File: config.mk
export PLATFORM = sky130hd
export DESIGN_NAME = fp32_div
export DESIGN_NICKNAME = d
export VERILOG_FILES = /design/src/rtl/fp32_div.sv
export SDC_FILE = /design/constraint.sdc
export NUM_CORES = 1
export LEC_CHECK = 0
export CAP_MARGIN = 15
export CORE_MARGIN = 3
export CORE_UTILIZATION = 40
export CTS_CLUSTER_DIAMETER = 60
export DETAILED_ROUTE_END_ITERATION = 8
export GPL_TIMING_DRIVEN = 0
export HOLD_SLACK_MARGIN = 0.15
export PLACE_DENSITY = 0.7
export SLEW_MARGIN = 20
export SYNTH_ARGS = -nofsm -noshare
export SYNTH_HDL_FRONTEND = slang
export SYNTH_SLANG_ARGS = --single-unit
File: constraint.sdc
create_clock -name clk -period 8.17 [get_ports clk]
set_clock_uncertainty 0.2 [all_clocks]
set_input_delay 1.2255 -clock clk [delete_from_list [all_inputs] [get_ports clk]]
set_output_delay 1.2255 -clock clk [all_outputs]
set_load 0.02 [all_outputs]
File: src/rtl/fp32_div.sv
// Iterative IEEE-754 single-precision divider (result = a / b).
// Restoring radix-2 significand division producing one quotient bit per clock,
// followed by a single normalise/round cycle. Subnormals are flushed to zero.

package fp32_pkg;
  typedef struct packed {
    logic        sign;
    logic [7:0]  exp;
    logic [22:0] mant;
  } float32_t;

  localparam float32_t ZERO32  = 32'h0000_0000;
  localparam float32_t P_INF32 = 32'h7F80_0000;
  localparam float32_t NAN32   = 32'h7FC0_0000;
endpackage

module fp32_div
  import fp32_pkg::*;
(
  input  logic     clk,
  input  logic     rst,
  input  logic     in_valid,
  output logic     in_ready,
  input  float32_t a,
  input  float32_t b,
  output logic     out_valid,
  input  logic     out_ready,
  output float32_t result,
  output logic [4:0] flags   // {invalid, div_by_zero, overflow, underflow, inexact}
);

  typedef enum logic [1:0] {IDLE, CALC, NORM, DONE} state_t;

  state_t      state;
  logic        sign_r;
  logic [7:0]  ea_r, eb_r;
  logic [23:0] mb_r;
  logic [24:0] rem;
  logic [25:0] q;
  logic [4:0]  cnt;

  // Operand classification and special-case result, decoded straight from the inputs
  logic     a_zero, a_inf, a_nan, b_zero, b_inf, b_nan, is_special;
  float32_t spec_result;
  logic [4:0] spec_flags;

  // Special-case detection in priority order; subnormal operands count as zero
  always_comb begin
    // NOTE: every output of a combinational block gets a default first so no latch is inferred.
    spec_result = ZERO32;
    spec_flags  = 5'b0;
    a_zero = (a.exp == 8'h00);
    b_zero = (b.exp == 8'h00);
    a_inf  = (a.exp == 8'hFF) && (a.mant == 23'd0);
    b_inf  = (b.exp == 8'hFF) && (b.mant == 23'd0);
    a_nan  = (a.exp == 8'hFF) && (a.mant != 23'd0);
    b_nan  = (b.exp == 8'hFF) && (b.mant != 23'd0);
    is_special = a_zero | b_zero | a_inf | b_inf | a_nan | b_nan;
    if (a_nan || b_nan) begin
      spec_result = NAN32;
    end else if ((a_zero && b_zero) || (a_inf && b_inf)) begin
      spec_result = NAN32;
      spec_flags  = 5'b10000;
    end else if (a_inf) begin
      spec_result = {a.sign ^ b.sign, P_INF32[30:0]};
    end else if (b_zero) begin
      spec_result = {a.sign ^ b.sign, P_INF32[30:0]};
      spec_flags  = 5'b01000;
    end else begin
      // x/inf and 0/x both give a signed zero
      spec_result = {a.sign ^ b.sign, ZERO32[30:0]};
    end
  end

  // One restoring-division step: compare, conditionally subtract, shift
  logic        rem_ge;
  logic [24:0] rem_sub;
  logic [24:0] rem_next;
  logic [25:0] q_next;

  always_comb begin
    rem_ge   = (rem >= {1'b0, mb_r});
    rem_sub  = rem_ge ? (rem - {1'b0, mb_r}) : rem;
    rem_next = {rem_sub[23:0], 1'b0};
    q_next   = {q[24:0], rem_ge};
  end

  // Normalise, round to nearest-even and range-check the finished quotient
  logic signed [9:0] e0, e1, e2;
  logic [22:0] frac, frac_r;
  logic        guard, sticky, round_up, carry, inexact;
  float32_t    norm_result;
  logic [4:0]  norm_flags;

  always_comb begin
    e0 = $signed({2'b00, ea_r}) - $signed({2'b00, eb_r}) + 10'sd127;
    if (q[25]) begin
      frac   = q[24:2];
      guard  = q[1];
      sticky = q[0] | (rem != 25'd0);
      e1     = e0;
    end else begin
      // Quotient below 1.0: take one more bit from below
      frac   = q[23:1];
      guard  = q[0];
      sticky = (rem != 25'd0);
      e1     = e0 - 10'sd1;
    end
    round_up        = guard & (sticky | frac[0]);
    {carry, frac_r} = {1'b0, frac} + {23'd0, round_up};
    // A carry out of the fraction means 1.111..1 rounded up to 2.0
    e2      = carry ? (e1 + 10'sd1) : e1;
    inexact = guard | sticky;
    if (e2 >= 10'sd255) begin
      norm_result = {sign_r, P_INF32[30:0]};
      norm_flags  = 5'b00101;
    end else if (e2 <= 10'sd0) begin
      norm_result = {sign_r, ZERO32[30:0]};
      norm_flags  = 5'b00011;
    end else begin
      norm_result = {sign_r, e2[7:0], frac_r};
      norm_flags  = {4'b0000, inexact};
    end
  end

  // Control FSM with registered handshake outputs and the iterative datapath
  always_ff @(posedge clk) begin
    // NOTE: sequential state uses non-blocking assignments so every register samples pre-edge values.
    if (rst) begin
      // NOTE: only control and visible outputs are reset; datapath registers are always loaded before use.
      state     <= IDLE;
      in_ready  <= 1'b1;
      out_valid <= 1'b0;
      result    <= ZERO32;
      flags     <= 5'b0;
      cnt       <= 5'd0;
    end else begin
      case (state)
        IDLE: begin
          if (in_valid) begin
            sign_r   <= a.sign ^ b.sign;
            ea_r     <= a.exp;
            eb_r     <= b.exp;
            mb_r     <= {1'b1, b.mant};
            rem      <= {2'b01, a.mant};
            q        <= 26'd0;
            cnt      <= 5'd0;
            in_ready <= 1'b0;
            if (is_special) begin
              result    <= spec_result;
              flags     <= spec_flags;
              out_valid <= 1'b1;
              state     <= DONE;
            end else begin
              state <= CALC;
            end
          end
        end
        CALC: begin
          rem <= rem_next;
          q   <= q_next;
          cnt <= cnt + 5'd1;
          if (cnt == 5'd25) state <= NORM;
        end
        NORM: begin
          result    <= norm_result;
          flags     <= norm_flags;
          out_valid <= 1'b1;
          state     <= DONE;
        end
        DONE: begin
          if (out_ready) begin
            out_valid <= 1'b0;
            in_ready  <= 1'b1;
            state     <= IDLE;
          end
        end
        default: state <= IDLE;
      endcase
    end
  end

endmodule

# Word-level counts from Yosys, hierarchy flattened
# Cells that the tools add are included.
classes:
  bitwise_logic: 11
  addsub: 7
  mux: 42
  n_reduce_logical: 27
  eq_ne: 10
  order_cmp: 3
op_table:
  columns: ["cell", "n"]
  rows:
  - ["$mux 32", 4]
  - ["$mux 31", 4]
  - ["$pmux 32 s2", 1]
  - ["$pmux 26 s2", 1]
  - ["$pmux 25 s2", 1]
  - ["$logic_not 23->1", 2]
  - ["$reduce_bool 23->1", 2]
  - ["$mux 26", 1]
  - ["$ge 25x24->1", 1]
  - ["$mux 25", 1]
  - ["$mux 5", 5]
  - ["$reduce_bool 25->1", 1]
  - ["$add 23x1->24", 1]
  - ["$mux 24", 1]
  - ["$sub 24x24->24", 1]
  - ["$mux 23", 1]
  - ["$mux 10", 2]
  - ["$pmux 5 s2", 2]
  - ["$eq 8x8->1 const B", 2]
  - ["$logic_not 8->1", 2]
  - ["$reduce_and 3->1", 5]
  - ["$add 10x2->10 const B", 1]
  - ["$add 9x8->10 const B", 1]
  - ["$ge 10x9->1 const B", 1]
  - ["other kinds (26)", 56]
totals:
  ff_bits: 137
  output_inout_bits: 39
  elab_cells: 114
  input_bits: 68

# Depth between registers and ports, before layout
# Gate-level depths: netlist (run 1).
depth:
  depth_word: 11
  depth_mapped: 20
  ltp_nobuf: 16

# Least setup slack after synthesis (run 1)
# No wires, ideal clock.
synth_path:
  kind: "register to register"
  from: "register q[25]"
  to: "register result[10] (netlist name)"
  stages_incl_launch_ff: 21
  setup_time_ps: 117
  path_slack_ps: 3150
  period_less_slack_ps: 5020
  arrival_time_ps: 4703
  required_time_ps: 7853
  n_path_buf: 5
  cell_sequence: "edfxtp_1 buf_4 clkbuf_1 clkbuf_1 mux2_2 nor3_1 nor2_1 ha_1 nand2_1 a2111o_1 nor2_4 and4_1 buf_2 and4_1 or3b_1 xnor2_1 or4_4 a211oi_4 nor4_4 buf_6 a22o_1"
synth_between:
  elab_chain_cells: 9
  elab_cells_between_ends: 14
  classes_between: "add/sub (2); order compare (2); mux (8); bitwise (2)"
synth_rtl:
  columns: ["item", "line_no", "rtl"]
  rows:
  - ["from (decl)", "39", "logic [25:0] q;"]
  - ["from (signal assigned)", "161", "q <= q_next;"]
  - ["$mux 1 / $mux 23 (equally long branches)", "97", "if (q[25]) begin"]
  - ["$or 1x1->1", "109", "round_up = guard & (sticky | frac[0]);"]
  - ["$and 1x1->1", "109", null]
  - ["$add 23x1->24", "110", "{carry, frac_r} = {1'b0, frac} + {23'd0, round_up};"]
  - ["$mux 10", "112", "e2 = carry ? (e1 + 10'sd1) : e1;"]
  - ["$le 10x1->1", "117", "end else if (e2 <= 10'sd0) begin"]
  - ["$mux 31", "117", null]
  - ["$mux 31 *", "114", "if (e2 >= 10'sd255) begin"]
  - ["$pmux 32 s2 *", "138", "case (state)"]
  - ["to (signal assigned)", "150", "result <= spec_result;"]
  - ["to (signal assigned)", "166", "result <= norm_result;"]
  - ["to (decl)", "28", "output float32_t result,"]
# Mark *: on every way between the ends. The rest lies on a longest branch, timed or not.
# A chain may end at the register's enable or synchronous reset.

# Final worst setup path (run 1)
layout_path:
  from: "register q[25]"
  to: "register result[19] (netlist name)"
# Same word-level chain as after synthesis.

==> results of run 1 <==
## layout make-up
class,count,area [um2]
clock inverters,12,150
flip-flops and latches,137,3650
plain buffers,40,176
well taps,275,344
multi-input cells,700,4760
fillers,1914,10400
repair buffers,109,1120
inverters,55,206
clock buffers,20,437
## metrics by stage
| stage | power (mW) | utilization | hold slack, ps | instances |
|---|---|---|---|---|
| after floorplan | 2.15 | - | 265 | 932 |
| after global routing | 3.59 | 0.510 | 298 | 1348 |
| after CTS | 3.36 | 0.510 | 265 | 1348 |
| after global placement | 2.52 | 0.479 | 241 | 1313 |
| final | 3.36 | 0.510 | 260 | 1348 |
| after detailed placement | 2.57 | 0.482 | 257 | 1316 |
## power breakdown
part	leakage [nW]	switching, mW	internal (mW)
clock network	0.272	0.302	0.478
registers	1.23	0.103	0.931
logic	2.49	0.934	0.613
## routing by layer
metal,GRT usage,share of wire
met1,0.255,0.45
met2,0.320,0.48
met5,0,0
met3,0.0417,0.055
met4,0.0509,0.015
## cell families (layout without fill, tap and decap cells)
family          Yosys count  after routing  synth area share
simple gates            337            337             0.202
compound gates          214            214             0.159
flops                   137            137             0.416
buf+inv                  95            236            0.0436
xor+xnor                 79             79            0.0845
fa+ha+maj                44             44            0.0644
mux                      26             26            0.0305
## path summary, 6_finish.rpt
path | startpoint | end | slack (ps) | cells past startpoint
hold / removal | flags[1] | flags[1] | 260 | 2
setup reg to reg | q[25] | result[19] | 2080 | 19
hold reg to reg | flags[1] | flags[1] | 260 | 2
setup / recovery | q[25] | result[19] | 2080 | 19
## placed cells by master (no fill, tap or decap), types with 4 or more instances in the layout
master,instances
a21oi_1,79
inv_1,55
o21ai_1,4
buf_2,6
a22o_1,22
nand4_1,23
clkbuf_1,34
nor2_1,79
and2_1,32
o21ai_0,35
a22oi_1,4
clkbuf_16,17
nor4_1,24
edfxtp_1,91
and4_1,4
nand2_1,66
nand2b_1,11
o211ai_1,6
mux2_2,6
ha_1,42
a211oi_1,10
nand3_1,25
mux2i_1,20
clkinvlp_4,4
o21bai_1,6
clkdlybuf4s50_1,106
a31oi_1,7
a32oi_1,5
o31a_1,5
xnor2_1,38
xor2_1,36
and3_1,7
nor2b_1,16
a21o_1,8
nor3_1,18
dfxtp_1,46
or2_2,6
## worst reg2reg max path: stages (launching register included)
cell      delay, ps
edfxtp_1        390
buf_4           230
clkbuf_1        490
clkbuf_1        640
mux2_2          310
nor3_1           50
nor2_1           90
ha_1            190
nand2_1          90
a2111o_1        500
nor4b_2         430
nand4_1         230
nor3_2          310
and3_1          250
nand3_1         100
o21ai_1         430
nand2_1         220
nor4_4          520
buf_6           210
a22o_1          130
## cells in the mapped netlist (23+ instances only)
cell type	instances
a21oi_1	79
and2_1	32
clkbuf_1	31
dfxtp_1	46
edfxtp_1	91
ha_1	42
inv_1	55
nand2_1	66
nand3_1	25
nand4_1	23
nor2_1	81
nor4_1	24
o21ai_0	35
xnor2_1	38
xor2_1	36
## state kept, by name, indices dropped and copies added (netlist names)
| signal | flops |
|---|---|
| ea_r | 8 |
| rem | 25 |
| flags | 5 |
| cnt | 5 |
| in_ready | 1 |
| result | 32 |
| eb_r | 8 |
| out_valid | 1 |
| sign_r | 1 |
| state | 2 |
| q | 26 |
| mb_r | 23 |
==> summary.txt, run 1 <==
Outcome
  – Status: finished clean

Clock network
  – Post-CTS sizing: 0
  – Worst-path clk slew: 60 ps
  – Clk Latency, worst-skew pair: about 430 ps
  – CTS hold repair buffers: 0
  – Post-CTS Setup Bufs: 0
  – CTS Buf Count: 17
  – H-tree Lvls: 4
  – CTS tree: built
  – Clock tree buffer depth: 2
  – CTS Root Cell: clkbuf_16
  – CTS sink cnt: 137

Worst hold path
  – Hold WC Path Type: reg2reg

Placement
  – IO buf count: around 110
  – Pre-CTS setup slack: between 2000 and 2500 ps
  – Dpl hpwl: between 15 and 20 mm
  – GPL Wtd Cong: between 0.8 and 0.9
  – Placed inst area: ~10,000 um2

Cells and area
  – Final net count: 1,172
  – Fin area: about 11,000 um2
  – Diode count: 0
  – Area grow syn2layout: 23.5%
  – Fraction of final layout cells sized beyond drive strength 1: 0.0680

Worst setup path
  – Worst endpoint required time: 8330 ps
  – CP arrival: 6250 ps
  – Worst path slowest cell: clkbuf_1
  – Endpoint type of the worst setup path: flop
  – Critical path startpoint category: flop
  – Crit path cell chain: buf_4 -> clkbuf_1 -> clkbuf_1 -> mux2_2 -> nor3_1 -> nor2_1 -> ha_1 -> nand2_1 -> a2111o_1 -> nor4b_2 -> nand4_1 -> nor3_2 -> and3_1 -> nand3_1 -> o21ai_1 -> nand2_1 -> nor4_4 -> buf_6 -> a22o_1
  – WP buf/inv: 4
  – Peak fanout along the critical path: 10
  – Critical path class: reg2reg
  – Crit-path max cell delay: 640 ps
  – Cell family with most CP delay: simple AND/OR/NAND/NOR gates

Yosys
  – Synth Flop Type: edfxtp_1
  – Synth Register Bits: between 100 and 150
  – Most area-consuming cells after synthesis: edfxtp_1 31%, dfxtp_1 10%, ha_1 6.0%
  – Top cell type's share of synthesized area: 0.311
  – Mapped Area: slightly below 9000 um2
  – Cells after Synth: 932
  – Netlist cell types: 72
  – Syn Area/Cell: around 9.4 um2
  – Yosys warnings: 0
  – Post-synth top area cell: edfxtp_1
  – Synth async-reset ratio: 0
  – Post-Syn Nets: between 1,000 and 1,500
  – Post-synth EDFFs: 91
  – Register area share after synthesis: 0.416

Floorplan
  – Rows: 53
  – Initial core utilization: 0.413
  – Die width: ~150 um
  – Die Y: about 150 um
  – Total core area: about 21,000 um2
  – Ports: about 110
  – Die area: 23,800 um2

Drt
  – Post-DR wirelength/cell: 16.9 um
  – Total Routed Length: around 23 mm
  – # DRC: 0
  – Vias post-DR: 7,385
  – Vias per cell: 5.48
  – Final ANT Viol Nets: 0
  – Drt pass-1 iters: 5
  – Initial DRC count: around 520

Global route
  – Gr ovfl total: 0
  – Gr usage total: 0.192
  – First-pass GRT wire length: between 30 and 40 mm
  – Largest net degree at the start of global routing: 28
  – Initial antenna violation count: 0
  – Vias in the first global route: ~7,300

Timing
  – RSZ-0062 raised after global routing: no
  – Worst slew pin tran: 982 ps
  – Final setup margin: 2080 ps
  – Setup TNS: 0 ps
  – Max-slew violations: 0
  – Period utilization: 0.745
  – Final Hold Viols: 0
  – Final Setup Violations: 0
  – Final Critical Period: between 6000 and 7000 ps
  – Worst rel slew slack: 0.345
  – Max Freq: between 150 and 200 MHz

Power and ir drop
  – Worst VDD drop: ~0.16 mV
  – Leakage power: approximately 4 nW
  – Power per Cell Area: slightly above 300 nW/um2

Job
  – Max Cap Viol: 0
No activity file was read; power rests on OpenSTA's default activity.
==> run 2: changes to the inputs <==
Clock period 8.17 ns to 6.2 ns, I/O delays scaled along.
==> run 2 against run 1 <==
Net effect: register-to-register slack got worse by 1700 ps; cell area about the same; sequential power increased by 32%; combinational power increased by 32%; die area unchanged; fmax increased by 4.8%; non-clock buffer count unchanged; sequential share of layout area about the same.
==> summary.txt, run 2 (synthesized netlist as in run 1, its figures left out) <==
Outcome
  – Status: finished clean (unchanged)

Timing
  – Period utilization: 0.937 (was 0.745)
  – Final Hold Viols: 0 (unchanged)
  – Worst rel slew slack: 0.343 (was 0.345)
  – Fin Hold WS: 260 ps (unchanged)
  – Max Freq: 172 MHz (was 164 MHz)
  – Final Setup Violations: 0 (unchanged)
  – Max-slew violations: 0 (unchanged)
  – Final setup margin: 390 ps (was 2080 ps)
  – Setup TNS: 0 ps (unchanged)
  – RSZ-0062 raised after global routing: no (unchanged)
  – Final Critical Period: 5810 ps (was 6090 ps)
  – Worst slew pin tran: 986 ps (was 982 ps)

Drt
  – Post-DR wirelength/cell: 16.9 um (about the same)
  – Final ANT Viol Nets: 0 (unchanged)
  – # DRC: 0 (unchanged)
  – Total Routed Length: 22.8 mm (was 22.7 mm)
  – Initial DRC count: 520 (was 515)
  – Drt pass-1 iters: 5 (unchanged)
  – Vias per cell: 5.48 (about the same)
  – Vias post-DR: 7,381 (was 7,385)

Global route
  – Gr ovfl total: 0 (unchanged)
  – First-pass GRT wire length: 37.0 mm (unchanged)
  – Largest net degree at the start of global routing: 28 (unchanged)
  – Gr usage total: 0.192 (unchanged)
  – Vias in the first global route: 7,340 (unchanged)
  – Initial antenna violation count: 0 (unchanged)

Placement
  – Pre-CTS setup slack: 202 ps (was 2170 ps)
  – GPL Wtd Cong: 0.896 (unchanged)
  – IO buf count: 106 (unchanged)
  – Dpl hpwl: 17.2 mm (unchanged)

Power and ir drop
  – Leakage power: 3.99 nW (was 3.98 nW)
  – Power per Cell Area: 408 nW/um2 (was 310 nW/um2)
  – Worst VDD drop: 0.213 mV (was 0.164 mV)

Floorplan
  – Die width: 154 um (unchanged)
  – Ports: 107 (unchanged)
  – Rows: 53 (unchanged)
  – Initial core utilization: 0.413 (unchanged)
  – Die area: 23,800 um2 (unchanged)
  – Total core area: 21,300 um2 (unchanged)
  – Die Y: 154 um (unchanged)

Cells and area
  – Diode count: 0 (unchanged)
  – Final net count: 1,172 (unchanged)
  – Most common cell after layout, fill and taps aside: clkdlybuf4s50_1 (unchanged)
  – Biggest regs: result (32), q (26), rem (25) (unchanged)
  – Biggest register: result (unchanged)
  – Fraction of final layout cells sized beyond drive strength 1: 0.0690 (was 0.0680)
  – Area grow syn2layout: 23.6% (was 23.5%)
  – Largest register FFs: 32 (unchanged)
  – Fin util: 0.510 (about the same)
  – Commonest non-fill, non-tap cells in the layout: 106 x clkdlybuf4s50_1, 91 x edfxtp_1, 79 x nor2_1, 79 x a21oi_1, 66 x nand2_1 (unchanged)

Clock network
  – CTS hold repair buffers: 0 (unchanged)
  – Post-CTS sizing: 0 (unchanged)
  – Worst-path clk slew: 60 ps (about the same)
  – Post-CTS Setup Bufs: 0 (unchanged)
  – CTS Root Cell: clkbuf_16 (unchanged)
  – H-tree Lvls: 4 (unchanged)
  – CTS sink cnt: 137 (unchanged)
  – Clk Latency, worst-skew pair: 430 ps (about the same)
  – Clock tree buffer depth: 2 (unchanged)
  – CTS Buf Count: 17 (unchanged)
  – CTS tree: built (unchanged)

Worst setup path
  – Crit-path max cell delay: 520 ps (was 640 ps)
  – Crit path cell chain: buf_4 -> clkbuf_1 -> clkbuf_2 -> mux2_2 -> nor3_1 -> nor2_1 -> ha_1 -> nand2_1 -> a2111o_1 -> nor4b_2 -> nand4_1 -> nor3_2 -> and3_1 -> nand3_1 -> o21ai_1 -> nand2_1 -> nor4_4 -> buf_6 -> a22o_1 (was buf_4 -> clkbuf_1 -> clkbuf_1 -> mux2_2 -> nor3_1 -> nor2_1 -> ha_1 -> nand2_1 -> a2111o_1 -> nor4b_2 -> nand4_1 -> nor3_2 -> and3_1 -> nand3_1 -> o21ai_1 -> nand2_1 -> nor4_4 -> buf_6 -> a22o_1)
  – Setup crit start: q[25] (unchanged)
  – Crit path top cell by count: nand2_1
  – Endpoint type of the worst setup path: flop (unchanged)
  – Reg2reg start: q[25] (unchanged)
  – Worst path slowest cell: nor4_4 (was clkbuf_1)
  – Worst endpoint required time: 6360 ps (was 8330 ps)
  – Reg-to-reg setup timing slack: 390 ps (was 2080 ps)
  – Reg2reg end: result[19] (unchanged)
  – Peak fanout along the critical path: 10 (unchanged)
  – CP arrival: 5970 ps (was 6250 ps)
  – Critical path class: reg2reg (unchanged)
  – Critical path startpoint category: flop (unchanged)
  – Cell family with most CP delay: simple AND/OR/NAND/NOR gates (unchanged)
  – WP buf/inv: 4 (unchanged)
  – FF-to-FF path depth: 19 (unchanged)

Worst hold path
  – WHS Endpoint: flags[1] (unchanged)
  – Hold_sp: flags[1] (unchanged)
  – Hold depth: 2 (unchanged)
  – Hold WC Path Type: reg2reg (unchanged)

Job
  – Max Cap Viol: 0 (unchanged)
-- run 2: report_power, final --
part / switching (mW) / internal (mW) / total [mW] / leakage, nW
Combinational: 1.23 / 0.808 / 2.04 / 2.49
Clock: 0.398 / 0.630 / 1.03 / 0.272
Sequential: 0.136 / 1.23 / 1.36 / 1.23
Total: 1.77 / 2.67 / 4.43 / 3.99
-- run 2: metal layers --
layer  share of wire  GRT usage
met5               0          0
met4           0.015     0.0509
met2            0.48      0.320
met1            0.45      0.255
met3           0.055     0.0417
-- run 2: cell type report --
type                       instances  area, um2
fill                            1913      10400
multi-input combinational        700       4760
sequential                       137       3650
timing repair buffer             109       1120
clock buffer                      20        437
tap                              275        344
inverter                          55        206
buffer                            40        178
clock inverter                    12        150
-- run 2: through the flow --
step / std cells / area [um2] / power (mW)
after global placement: 1313 / 10200 / 3.33
after detailed placement: 1316 / 10300 / 3.39
after floorplan: 932 / 8780 / 2.83
after global routing: 1348 / 10900 / 4.74
final: 1348 / 10900 / 4.43
after CTS: 1348 / 10800 / 4.43
-- run 2: worst max-delay path by stage --
stage | to | slack, ps | depth (start not counted)
after global placement | q[12] | 150 | 4
after CTS | result[19] | 140 | 19
after floorplan | result[10] | 1180 | 20
after global routing | result[19] | 70 | 19
after detailed placement | result[17] | 200 | 19
final | result[19] | 390 | 19
-- run 2: tightest hold or removal path, cell delays in order, from the launching register on --
cell	delay, ps
dfxtp_1	310
nand2_1	60
a21oi_1	50
